$ cat config.mk
export PLATFORM = sky130hd
export DESIGN_NAME = riscv_imem_loader
export DESIGN_NICKNAME = d
export VERILOG_FILES = /design/src/rtl/riscv_imem_loader_pkg.sv /design/src/rtl/riscv_imem_loader_asm.sv /design/src/rtl/riscv_imem_loader.sv
export SDC_FILE = /design/constraint.sdc
export NUM_CORES = 1
export LEC_CHECK = 0
export BUFFER_PORTS_ARGS = -buffer_cell sky130_fd_sc_hd__buf_4
export CAP_MARGIN = 20
export CORE_UTILIZATION = 40
export CTS_BUF_LIST = sky130_fd_sc_hd__clkbuf_4
export CTS_CLUSTER_DIAMETER = 150
export CTS_CLUSTER_SIZE = 30
export DETAILED_ROUTE_END_ITERATION = 16
export PLACE_DENSITY = 0.68
export SYNTH_ARGS = -nofsm -noshare
export SYNTH_HDL_FRONTEND = slang
export SYNTH_SLANG_ARGS = --single-unit
$ cat constraint.sdc
create_clock -name i_clk -period 1.5 [get_ports i_clk]
set_input_delay 0.075 -clock i_clk [delete_from_list [all_inputs] [get_ports i_clk]]
set_output_delay 0.075 -clock i_clk [all_outputs]
set_load 0.005 [all_outputs]
$ cat src/rtl/riscv_imem_loader_pkg.sv
// Shared riscv defines (XLEN, imem address width, loader field widths and
// state encodings) plus the loader package built on top of them.
`ifndef RISCV_DEFINES_SVH
`define RISCV_DEFINES_SVH
`define XLEN          32
`define IMEM_ADDR_BIT 10
`define LD_CNT_W      16
`define LD_CSUM_W     8
`define LD_ST_W       3
`define LD_ST_LEN0    3'd0
`define LD_ST_LEN1    3'd1
`define LD_ST_DATA    3'd2
`define LD_ST_CSUM    3'd3
`define LD_ST_DONE    3'd4
`define LD_ST_ERR     3'd5
`endif

package riscv_imem_loader_pkg;

  localparam int LD_CNT_W  = `LD_CNT_W;
  localparam int LD_CSUM_W = `LD_CSUM_W;

  typedef enum logic [`LD_ST_W-1:0] {
    LD_LEN0 = `LD_ST_LEN0,
    LD_LEN1 = `LD_ST_LEN1,
    LD_DATA = `LD_ST_DATA,
    LD_CSUM = `LD_ST_CSUM,
    LD_DONE = `LD_ST_DONE,
    LD_ERR  = `LD_ST_ERR
  } ld_state_e;

endpackage

$ cat src/rtl/riscv_imem_loader_asm.sv
// Byte-to-word assembler for the imem loader: byte-lane counter, partial
// word register and running XOR checksum of the data bytes.
module riscv_imem_loader_asm
  import riscv_imem_loader_pkg::*;
(
  input  logic                 i_clk,
  input  logic                 i_rstn,
  input  logic                 i_clr,
  input  logic                 i_byte_en,
  input  logic [7:0]           i_byte,
  output logic                 o_word_done,
  output logic [`XLEN-1:0]     o_word,
  output logic [LD_CSUM_W-1:0] o_csum
);

  logic [1:0]           lane_q;
  logic [23:0]          word_q;
  logic [LD_CSUM_W-1:0] csum_q;

  always_ff @(posedge i_clk or negedge i_rstn) begin
    if (!i_rstn) begin
      lane_q <= 2'd0;
      word_q <= 24'd0;
      csum_q <= '0;
    end else if (i_clr) begin
      lane_q <= 2'd0;
      word_q <= 24'd0;
      csum_q <= '0;
    end else if (i_byte_en) begin
      lane_q <= lane_q + 2'd1;
      csum_q <= csum_q ^ i_byte;
      case (lane_q)
        2'd0:    word_q[7:0]   <= i_byte;
        2'd1:    word_q[15:8]  <= i_byte;
        2'd2:    word_q[23:16] <= i_byte;
        default: word_q        <= word_q;
      endcase
    end
  end

  // The top byte is never stored: the completed word is formed combinationally
  // with the 4th byte so the top can register it on the same edge.
  assign o_word      = {i_byte, word_q};
  assign o_word_done = i_byte_en && (lane_q == 2'd3);
  assign o_csum      = csum_q;

endmodule

$ cat src/rtl/riscv_imem_loader.sv
// Boot loader: parses a count/data/checksum byte stream into imem word writes
// and holds the CPU in reset until a load completes with a good checksum.
module riscv_imem_loader
  import riscv_imem_loader_pkg::*;
#(
  parameter int AW = `IMEM_ADDR_BIT
) (
  input  logic             i_clk,
  input  logic             i_rstn,
  input  logic             i_ld_valid,
  input  logic [7:0]       i_ld_byte,
  output logic             o_ld_ready,
  input  logic             i_restart,
  output logic             o_imem_wr_en,
  output logic [AW-1:0]    o_imem_wr_addr,
  output logic [`XLEN-1:0] o_imem_wr_data,
  output logic             o_cpu_rstn,
  output logic             o_ld_done,
  output logic             o_ld_err
);

  // Compared at 17 bits so a count of exactly 2**AW is accepted.
  localparam logic [LD_CNT_W:0] MAX_N = (LD_CNT_W + 1)'(1) << AW;

  ld_state_e            state_q;
  logic [LD_CNT_W-1:0]  cnt_q;
  logic [AW-1:0]        addr_q;
  logic                 wr_en_q;
  logic [AW-1:0]        wr_addr_q;
  logic [`XLEN-1:0]     wr_data_q;
  logic                 done_q;
  logic                 err_q;
  logic                 cpu_rstn_q;

  logic                 accept;
  logic                 restart_go;
  logic                 asm_clr;
  logic                 asm_byte_en;
  logic                 word_done;
  logic [`XLEN-1:0]     word;
  logic [LD_CSUM_W-1:0] csum;
  logic [LD_CNT_W-1:0]  n_full;

  always_comb begin
    o_ld_ready = 1'b0;
    case (state_q)
      LD_LEN0, LD_LEN1, LD_DATA, LD_CSUM: o_ld_ready = 1'b1;
      default:                            o_ld_ready = 1'b0;
    endcase
  end

  assign accept      = i_ld_valid && o_ld_ready;
  assign restart_go  = i_restart && ((state_q == LD_DONE) || (state_q == LD_ERR));
  assign asm_clr     = (state_q == LD_LEN0) || restart_go;
  assign asm_byte_en = accept && (state_q == LD_DATA);
  assign n_full      = {i_ld_byte, cnt_q[7:0]};

  riscv_imem_loader_asm u_asm (
    .i_clk       (i_clk),
    .i_rstn      (i_rstn),
    .i_clr       (asm_clr),
    .i_byte_en   (asm_byte_en),
    .i_byte      (i_ld_byte),
    .o_word_done (word_done),
    .o_word      (word),
    .o_csum      (csum)
  );

  always_ff @(posedge i_clk or negedge i_rstn) begin
    if (!i_rstn) begin
      state_q    <= LD_LEN0;
      cnt_q      <= '0;
      addr_q     <= '0;
      wr_en_q    <= 1'b0;
      wr_addr_q  <= '0;
      wr_data_q  <= '0;
      done_q     <= 1'b0;
      err_q      <= 1'b0;
      cpu_rstn_q <= 1'b0;
    end else begin
      wr_en_q <= 1'b0;
      case (state_q)
        LD_LEN0: begin
          addr_q <= '0;
          if (accept) begin
            cnt_q   <= {8'h00, i_ld_byte};
            state_q <= LD_LEN1;
          end
        end
        LD_LEN1: begin
          if (accept) begin
            cnt_q <= n_full;
            if ({1'b0, n_full} > MAX_N) begin
              state_q <= LD_ERR;
              err_q   <= 1'b1;
            end else if (n_full == '0) begin
              state_q <= LD_CSUM;
            end else begin
              state_q <= LD_DATA;
            end
          end
        end
        LD_DATA: begin
          if (word_done) begin
            wr_en_q   <= 1'b1;
            wr_addr_q <= addr_q;
            wr_data_q <= word;
            addr_q    <= addr_q + AW'(1);
            cnt_q     <= cnt_q - LD_CNT_W'(1);
            if (cnt_q == LD_CNT_W'(1)) state_q <= LD_CSUM;
          end
        end
        LD_CSUM: begin
          if (accept) begin
            if (i_ld_byte == csum) begin
              state_q    <= LD_DONE;
              done_q     <= 1'b1;
              cpu_rstn_q <= 1'b1;
            end else begin
              state_q <= LD_ERR;
              err_q   <= 1'b1;
            end
          end
        end
        LD_DONE, LD_ERR: begin
          if (restart_go) begin
            state_q    <= LD_LEN0;
            addr_q     <= '0;
            done_q     <= 1'b0;
            err_q      <= 1'b0;
            cpu_rstn_q <= 1'b0;
          end
        end
        default: state_q <= LD_LEN0;
      endcase
    end
  end

  assign o_imem_wr_en   = wr_en_q;
  assign o_imem_wr_addr = wr_addr_q;
  assign o_imem_wr_data = wr_data_q;
  assign o_ld_done      = done_q;
  assign o_ld_err       = err_q;
  assign o_cpu_rstn     = cpu_rstn_q;

endmodule

* Yosys cells after proc, flatten, opt, wreduce, memory -nomap -nowiden
Cells that the tools add are included.
** Cells by class
- $add $sub $neg :: 3
- Magnitude comparators :: 1
- Eq/ne operators :: 19
- Muxes and demuxes :: 38
- Bitwise logic cells :: 2
- Reduce and logical (&&, ||, !) cells :: 30
** Operator list (count)
- $mux 16 :: 3
- $mux 24 :: 2
- $pmux 16 s3 :: 1
- $mux 8 :: 5
- $pmux 10 s3 :: 1
- $mux 3 :: 7
- $mux 10 :: 2
- $eq 16x1->1 const B :: 1
- $gt 16x11->1 const B :: 1
- $logic_not 16->1 :: 1
- $sub 16x1->16 const B :: 1
- $pmux 3 s5 :: 1
- $ne 2x2->1 const B :: 7
- $mux 1 :: 12
- $reduce_and 4->1 :: 3
- $reduce_and 6->1 :: 2
- $reduce_bool 2->1 :: 6
- $add 10x1->10 const B :: 1
- $reduce_bool 3->1 :: 3
- $eq 8x8->1 :: 1
- $reduce_and 2->1 :: 4
- $xor 8x8->8 :: 1
- $eq 3x2->1 const B :: 2
- $eq 3x3->1 const B :: 2
- other kinds (16) :: 23
** Word-level totals
- Flip-flop bits (word level) :: 108
- Input port bits :: 12
- Output and inout port bits :: 47
- Logic and storage cells :: 107

* Longest topological paths before layout
Gate-level depths: netlist (run 1).
- Depth in word-level cells :: 8
- Depth in mapped cells :: 8
- Mapped depth without buffers :: 6

* Modules after synthesis
From an unflattened synthesis (run 1), not the netlist that was laid out.
** Unflattened totals
- Cell total of the unflattened synthesis :: 467
- Area total of the unflattened synthesis :: 5310.1 um2
** By module, submodules not included
- riscv_imem_loader :: instances 1, cells each 324, area an instance 3616.0 um2, seq. area each 1851.8 um2
- riscv_imem_loader_asm :: instances 1, cells each 143, area an instance 1694.1 um2, seq. area each 850.8 um2

* Worst setup path before layout (run 1)
Ideal clock, no wire load.
- Path kind :: register to register
- Start point :: reg state_q[2]
- End point :: reg wr_data_q[10], in the netlist o_imem_wr_data[10]
- Library setup time :: 125 ps
- Arrival :: 1579 ps
- Data required time :: 1375 ps
- Path slack :: -204 ps
- Stages on the path, launching flop included :: 8
- Buffers on the path :: 2
- Clock period less this slack :: 1704 ps
- Cell sequence :: dfrtp_1 > buf_2 > nor3b_2 > and2_1 > nand2_1 > inv_2 > buf_4 > mux2_2
** Between the ends
- Longest elaborated chain between the ends :: 7
- Elaborated cells on any way between the ends :: 10
- Those cells by class :: eq/ne: 3; mux: 1; reduce/logical: 6
** RTL lines
- start, declared :: line riscv_imem_loader.sv:25 : ld_state_e state_q;
- start signal, assigned :: line riscv_imem_loader.sv:71 : state_q <= LD_LEN0;
- start signal, assigned :: line riscv_imem_loader.sv:87 : state_q <= LD_LEN1;
- start signal, assigned :: line riscv_imem_loader.sv:94 : state_q <= LD_ERR;
- $eq 3x2->1, or another cell as far along :: line riscv_imem_loader.sv:46, riscv_imem_loader.sv:55, riscv_imem_loader.sv:82
- $reduce_or 4->1 :: line riscv_imem_loader.sv:46 : case (state_q)
- $mux 1 :: line riscv_imem_loader.sv:46
- $logic_and 1x1->1 :: line riscv_imem_loader.sv:52 : assign accept = i_ld_valid && o_ld_ready;
- $logic_and 1x1->1 :: line riscv_imem_loader.sv:55 : assign asm_byte_en = accept && (state_q == LD_DATA);
- $logic_and 1x1->1 :: line riscv_imem_loader_asm.sv:44 : assign o_word_done = i_byte_en && (lane_q == 2'd3);
- $reduce_and 2->1 (no line) (*)
- end signal, assigned :: line riscv_imem_loader.sv:107 : wr_data_q <= word;
- end, declared :: line riscv_imem_loader.sv:30 : logic [`XLEN-1:0] wr_data_q;
Every way passes the cells marked *; elsewhere a longest branch is shown, timed or not.
A chain may end at the register's enable or synchronous reset.

* Final worst setup path (run 1)
- Start point :: reg u_asm.csum_q[3], in the netlist u_asm.o_csum[3]
- End point :: reg err_q, in the netlist o_ld_err
** Between the ends
- Longest elaborated chain between the ends :: 3
** RTL lines
- start, declared :: line riscv_imem_loader_asm.sv:18 : logic [LD_CSUM_W-1:0] csum_q;
- start signal, assigned :: line riscv_imem_loader_asm.sv:31 : csum_q <= csum_q ^ i_byte;
- $eq 8x8->1 :: line riscv_imem_loader.sv:115 : if (i_ld_byte == csum) begin
- $ne 2x2->1 (no line)
- $reduce_and 6->1 (no line)
- end signal, assigned :: line riscv_imem_loader.sv:95 : err_q <= 1'b1;
- end signal, assigned :: line riscv_imem_loader.sv:121 : err_q <= 1'b1;
- end signal, assigned :: line riscv_imem_loader.sv:130 : err_q <= 1'b0;
- end, declared :: line riscv_imem_loader.sv:32 : logic err_q;
Every way passes these cells.

==> results of run 1 <==
final cells by class:
class	instances	area, sq um
Antenna cell	1	2.50
Clock buffer	9	67.6
Clock inverter	6	46.3
Fill cell	919	4500
Inverter	11	58.8
Multi-Input combinational cell	341	2960
Sequential cell	108	2710
Tap cell	168	210
Timing Repair Buffer	164	1560
Timing Repair inverter	3	62.6
repair_timing:
item / CTS / global route
endpoints found under the setup margin: 92 / 108
setup buffers: 11 / 12
hold endpoints to repair: 122 / 2
pin swaps: 9 / 54
hold buffers: 8 / 3
resized for setup: 61 / 176
gates cloned: 5 / 7
metrics by stage:
stage	instance area (sq um)	instances	TNS, ps	utilization [%]	setup slack (ps)
finish	7660	811	-6670	63.0	-175
global route	7660	811	-12070	63.0	-226
detailed placement	6160	750	-7520	50.7	-246
global placement	6160	750	-4860	50.7	-201
floorplan	5190	494	-1530	-	-67.6
CTS	6730	789	-4460	55.3	-110
cell usage after synthesis, drive strengths merged (2+ instances only):
library cell,n,area [sq um]
nand2,52,195
xnor2,2,17.5
a21o,7,52.6
and2,2,12.5
xor2,14,123
inv,11,41.3
nor2b,5,31.3
dfrtp,108,2700
and4,2,17.5
mux2,41,462
nand3,32,160
a21oi,40,204
ha,8,100
or2,2,12.5
nor4,7,58.8
o21a,4,30.0
and3,4,25.0
o21ai,42,210
a22o,2,17.5
nor3b,2,20.0
nand3b,2,15.0
nor3,8,40.0
a32oi,6,52.6
a22oi,3,22.5
nand4,6,37.5
clkbuf,19,71.3
nor2,34,128
buf,16,86.3
cell usage in the layout, fill, tap and decap left out, types with 4 or more instances in the layout:
cell,netlist,layout
buf_4,3,116
dfrtp_1,108,106
nand2_1,52,31
nor2_1,34,30
o21ai_1,0,24
mux2_4,0,24
a21oi_2,1,24
buf_6,0,21
mux2_2,41,17
nand3_2,0,15
a21oi_1,39,15
xor2_1,14,14
nand3_4,0,13
nand2_2,0,12
dlygate4sd3_1,0,11
o21ai_2,0,10
clkbuf_4,0,9
inv_1,10,8
a21o_1,7,7
buf_12,0,7
nand2_4,0,6
nand4_1,6,6
o21ai_0,42,6
a32oi_1,6,6
clkbuf_16,0,5
o21a_1,4,4
nand3_1,32,4
ha_1,8,4
cells by family after synthesis:
kind of cell	Yosys count
adder cells (fa/ha/maj)	8
buffers and inverters	46
multiplexers	42
flip-flops	108
AO/OA/AOI/OAI	114
XOR/XNOR	16
AND/OR/NAND/NOR	160
worst min-delay path: cells and delay by family:
family                 cells  cell delay [ps]
AOI/OAI and AO/OA          1               50
and+or+nand+nor            1               80
buffers and inverters      2              320
flip-flops by register name, indices dropped and copies added, names as in the netlist, 2 cells and up:
name and cells:
o_imem_wr_data 32, u_asm.word_q 24, cnt_q 16, addr_q 10, o_imem_wr_addr 10, u_asm.o_csum 8, state_q 3, u_asm.lane_q 2
power groups by stage:
stage | Clock (mW) | Sequential (mW) | Combinational (mW)
floorplan | 0 | 3.41 | 1.47
global placement | 0 | 3.42 | 2.52
detailed placement | 0 | 3.44 | 2.58
CTS | 1.38 | 3.40 | 3.11
global route | 1.52 | 3.47 | 4.28
finish | 1.38 | 3.43 | 4.02
final timing paths:
| path | to | start | slack, ps | cells after the start |
|---|---|---|---|---|
| worst max-delay path | o_ld_err | u_asm.o_csum[3] | -170 | 5 |
| worst min-delay path | u_asm.word_q[10] | i_ld_byte[2] | 40 | 4 |
| worst max register to register | o_ld_err | u_asm.o_csum[3] | -170 | 5 |
| worst min register to register | o_imem_wr_addr[7] | o_imem_wr_addr[7] | 530 | 1 |
| max in group asynchronous | o_imem_wr_data[13] | i_rstn | 340 | 3 |
| min in group asynchronous | u_asm.word_q[21] | i_rstn | 80 | 3 |
layer usage:
metal / wire length (um) / vias to the layer above / GRT usage [%]
met5: 0 / - / 0
met4: 593 / 0 / 7.79
met3: 1020 / 41 / 4.18
met2: 7930 / 176 / 34.3
met1: 6000 / 2259 / 27.2
li1: - / 2031 / -
==> metrics.yaml, run 1 <==
outcome: "complete, but fails checks"
violations: "setup timing"
gr-total-overflow: 0
wirelength_um: 15500
max_slew.worst_pin.slew_ps: 686
netSwitchingPower_mw: 3.42
clock_skew_ps: 26.8
cts_tree: "done"
rsz0062_at_grt: "true"
vias: 4507
rows: 40
setup_violations: 95
cts-root-buf: "clkbuf_4"
port_buffers: 58
ios: 59
drive_gt1_share_pct: 51.9
clkTransAtPathRegs_ps: 170
hpwl_um: 8680
synth_xor_xnor_area_share_pct: 2.78
worst-path-max-fanout: 3
synth_cells: 494
synth_simple_gate_area_share_pct: 15.2
max_freq_mhz: 597
core_sq_um: 12200
hold_violations: 0
synth_edf_count: 0
clockBufferDepth: 2
drv_cap: 0
p_total_mw: 8.83
critPathCaptureType: "flip-flop"
dr.pass1.iters: 5
grt_pass1_wl_um: 20700
synthAdderAreaFrac_pct: 1.98
ir_drop_uv: 1120
drc: 0
syn_area_sq_um: 5050
hp-class: "in -> reg"
drtAntennaViolNets: 0
ys_warn_count: 0
arrival_ps: 2070
share_comb_of_total_power_pct: 45.5
nets: 658
grt_pass1_vias: 4063
hold_ws_ps: 42.4
p_int_mw: 5.41
crit_family: "simple AND/OR/NAND/NOR gates"
synth_seq_cells: 108
period_needed_ps: 1670
crit_type: "reg -> reg"
slew_headroom_pct: 54.1
p_leak_nw: 3.45
crit_chain: "xor2_1 -> nor4_2 -> nand4_1 -> nor3b_1 -> a21o_1"
cp.required_ps: 1900
cp-start-kind: "flip-flop"
initial_utilization_pct: 41.5
ys_types: 47
setup_slack_ps: -175
cp_slowest_stage_delay_ps: 420
path_buf_inv: 0
die-area_sq_um: 13100
synth_top_family_by_area: "simple AND/OR/NAND/NOR gates"
syn_avg_cell_area_sq_um: 10.2
synth_compound_area_share_pct: 13.2
wl_per_cell_um: 19.2
muxShareOfSynthArea_pct: 9.35
grt_max_degree: 55
antenna_found_initial: 1
maxSlewViolCount: 0
pwr-share-seq_pct: 38.9
critPathSlowestCell: "dfrtp_1"
powerDensity_nw_per_um2: 1150
die-height_um: 114
syn2layout_area_growth_pct: 51.9
clock_power_share_pct: 15.6
h-tree-depth: 3
synth.net_count: 514
synth_ff_type: "dfrtp_1"
clkSinkCount: 108
switching_share_pct: 38.8
grt_usage_pct: 20.8
dieWidth_um: 114
vias_per_cell: 5.56
cts-buffers-inserted: 9
ys_seq_area_share_pct: 53.5
place.gp.congestion: 0.852
clock_latency_ps: 510
period_share_pct: 112
synthArstFlopShare_pct: 100
drtIter0Drc: 259
No activity file was read; power rests on OpenSTA's default activity.
==> run 2, diff against run 1 <==
- CORE_ASPECT_RATIO: default -> 0.5
- GPL_TIMING_DRIVEN: default -> 1
==> metrics.yaml, run 2 (synthesis results as in run 1) <==
clock_latency_ps: 470  # -40 ps
slew_headroom_pct: 73.5  # +19 points
grt_usage_pct: 20.5  # -0.30 points
rsz0062_at_grt: "true"
crit_path_start: "state_q[2]"
drtIter0Drc: 252  # -2.7%
grt_max_degree: 33  # -40%
drv_cap: 0  # unchanged
ff2ff_path_depth: 6  # +1
crit_type: "reg -> reg"
clock_skew_ps: 16.6  # -10.2 ps
place_area_sq_um: 6220  # +0.91%
p_int_mw: 5.11  # -5.5%
layout_common_cells: "buf_4, dfrtp_1, nand2_1, nor2_1, a21oi_1"
vias: 4090  # -9.3%
hp-class: "in -> reg"
core_sq_um: 12100  # -0.91%
gr-total-overflow: 0  # unchanged
place.gp.congestion: 0.880  # +3.3%
antenna_found_initial: 0  # -1
cts-buffers-inserted: 9  # unchanged
hold_path_end: "u_asm.word_q[8]"
rows: 28  # -30%
p_total_mw: 8.11  # -8.1%
drive_gt1_share_pct: 42.7  # -9.2 points
grt_use_met1_pct: 27.7  # +0.52 points
h-tree-depth: 3  # unchanged
utilization_pct: 57.7  # -5.3 points
fin_area_sq_um: 6960  # -9.3%
grt.busiest_layer: "met2"
cts-root-buf: "clkbuf_4"
worst-path-max-fanout: 5  # +2
use_met2_pct: 34.1  # -0.29 points
r2r-end: "o_imem_wr_data[4]"
largest_register_ffs: 32  # unchanged
violations: "setup timing"
cts_tree: "done"
vias_per_cell: 5.24  # -5.8%
arrival_ps: 2000  # -70 ps
outcome: "complete, but fails checks"
clkSinkCount: 108  # unchanged
grt_pass1_wl_um: 20700  # +0.27%
drtAntennaViolNets: 0  # unchanged
max_freq_mhz: 616  # +3.1%
nets: 632  # -4.0%
pwr-share-seq_pct: 42.6  # +3.7 points
powerDensity_nw_per_um2: 1170  # +1.3%
final_common_cell: "buf_4"
die-area_sq_um: 13100  # +0.21%
clockBufferDepth: 2  # unchanged
share_comb_of_total_power_pct: 38.8  # -6.7 points
dieWidth_um: 161  # +41%
wl_per_cell_um: 16.6  # -13%
period_needed_ps: 1620  # -50.2 ps
clock_power_share_pct: 18.6  # +3.0 points
syn2layout_area_growth_pct: 37.8
wirelength_um: 13000  # -17%
grt_pass1_vias: 4055  # -0.20%
hpwl_um: 8780  # +1.2%
whs_path_depth: 4  # unchanged
num-fill-cells: 1025  # +12%
max_slew.worst_pin.slew_ps: 398  # -288 ps
ios: 59  # unchanged
cp.required_ps: 1870  # -30 ps
drc: 0  # unchanged
setup_violations: 61  # -36%
setup_slack_ps: -125  # +50.2 ps
ir_drop_uv: 549  # -51%
switching_share_pct: 37.0  # -1.7 points
hold_violations: 0  # unchanged
antennaDiodeCount: 0  # -1
critPathCaptureType: "flip-flop"
maxSlewViolCount: 0  # unchanged
dpl.cell_count: 750  # unchanged
period_share_pct: 108  # -3.3 points
fin_setup_tns_ps: -3700  # +2960 ps
die-height_um: 81.4  # -29%
netSwitchingPower_mw: 3.01  # -12%
r2r-start: "state_q[2]"
clkTransAtPathRegs_ps: 170  # about the same
port_buffers: 58  # unchanged
initial_utilization_pct: 41.9  # +0.38 points
ff2ff_setup_slack_ps: -120  # +50 ps
p_leak_nw: 3.26  # -5.5%
cp-start-kind: "flip-flop"
dr.pass1.iters: 5  # unchanged
met3_usage_pct: 4.49  # +0.31 points
holdCritStartpoint: "i_ld_byte[0]"
fin_cells: 781  # -3.7%
==> run 2: power by group through the flow <==
stage | clock network (mW) | logic (mW) | registers, mW
6_report | 1.51 | 3.15 | 3.45
5_1_grt | 1.67 | 3.44 | 3.49
4_1_cts | 1.55 | 2.86 | 3.41
3_5_place_dp | 0 | 2.49 | 3.46
3_3_place_gp | 0 | 2.45 | 3.45
2_1_floorplan | 0 | 1.47 | 3.41
==> run 2: metrics by stage <==
stage | setup WS (ps) | hold WS (ps)
after detailed placement | -147 | 23.9
after CTS | -114 | 9.39
final | -125 | 38.8
after global routing | -175 | -2.31
after global placement | -135 | 21.8
after floorplan | -67.6 | -221
==> run 2: critical path, cell delays in order, from the launching register on <==
cell	delay, ps
dfrtp_2	490
nor3b_4	210
and2_4	200
nand2_4	80
inv_8	100
clkbuf_16	150
mux2_4	290
==> run 2: layout make-up <==
cell class	count	area [sq um]	share of cell area, %
clock buffer	9	67.6	0.971
sequential	108	2710	38.9
clock inverter	6	71.3	1.03
tap	165	206	2.97
multi-input combinational	340	2570	37.0
inverter	11	48.8	0.702
timing repair buffer	142	1280	18.4
==> run 2: what timing repair did <==
item	CTS	global route
resized for setup	52	71
endpoints found under the setup margin	103	102
buffers inserted	5	2
hold buffers	5	0
pin swaps	3	24
hold endpoints to repair	117	0
cloned	1	4
==> run 2: per-layer routing <==
| layer | up-vias | part of all wire [%] |
|---|---|---|
| met3 | 20 | 5.6 |
| met4 | 0 | 1.5 |
| met2 | 87 | 48 |
| met1 | 2022 | 45 |
| li1 | 1961 | - |
| met5 | - | 0 |
==> run 2: worst max-delay path by stage <==
stage,cells past startpoint,endpoint,slack (ps)
6_report,6,o_imem_wr_data[4],-120
3_5_place_dp,5,o_ld_err,-150
3_3_place_gp,7,cnt_q[13],-130
2_1_floorplan,7,o_imem_wr_data[10],-70
5_1_grt,6,o_ld_err,-180
4_1_cts,5,cnt_q[14],-110
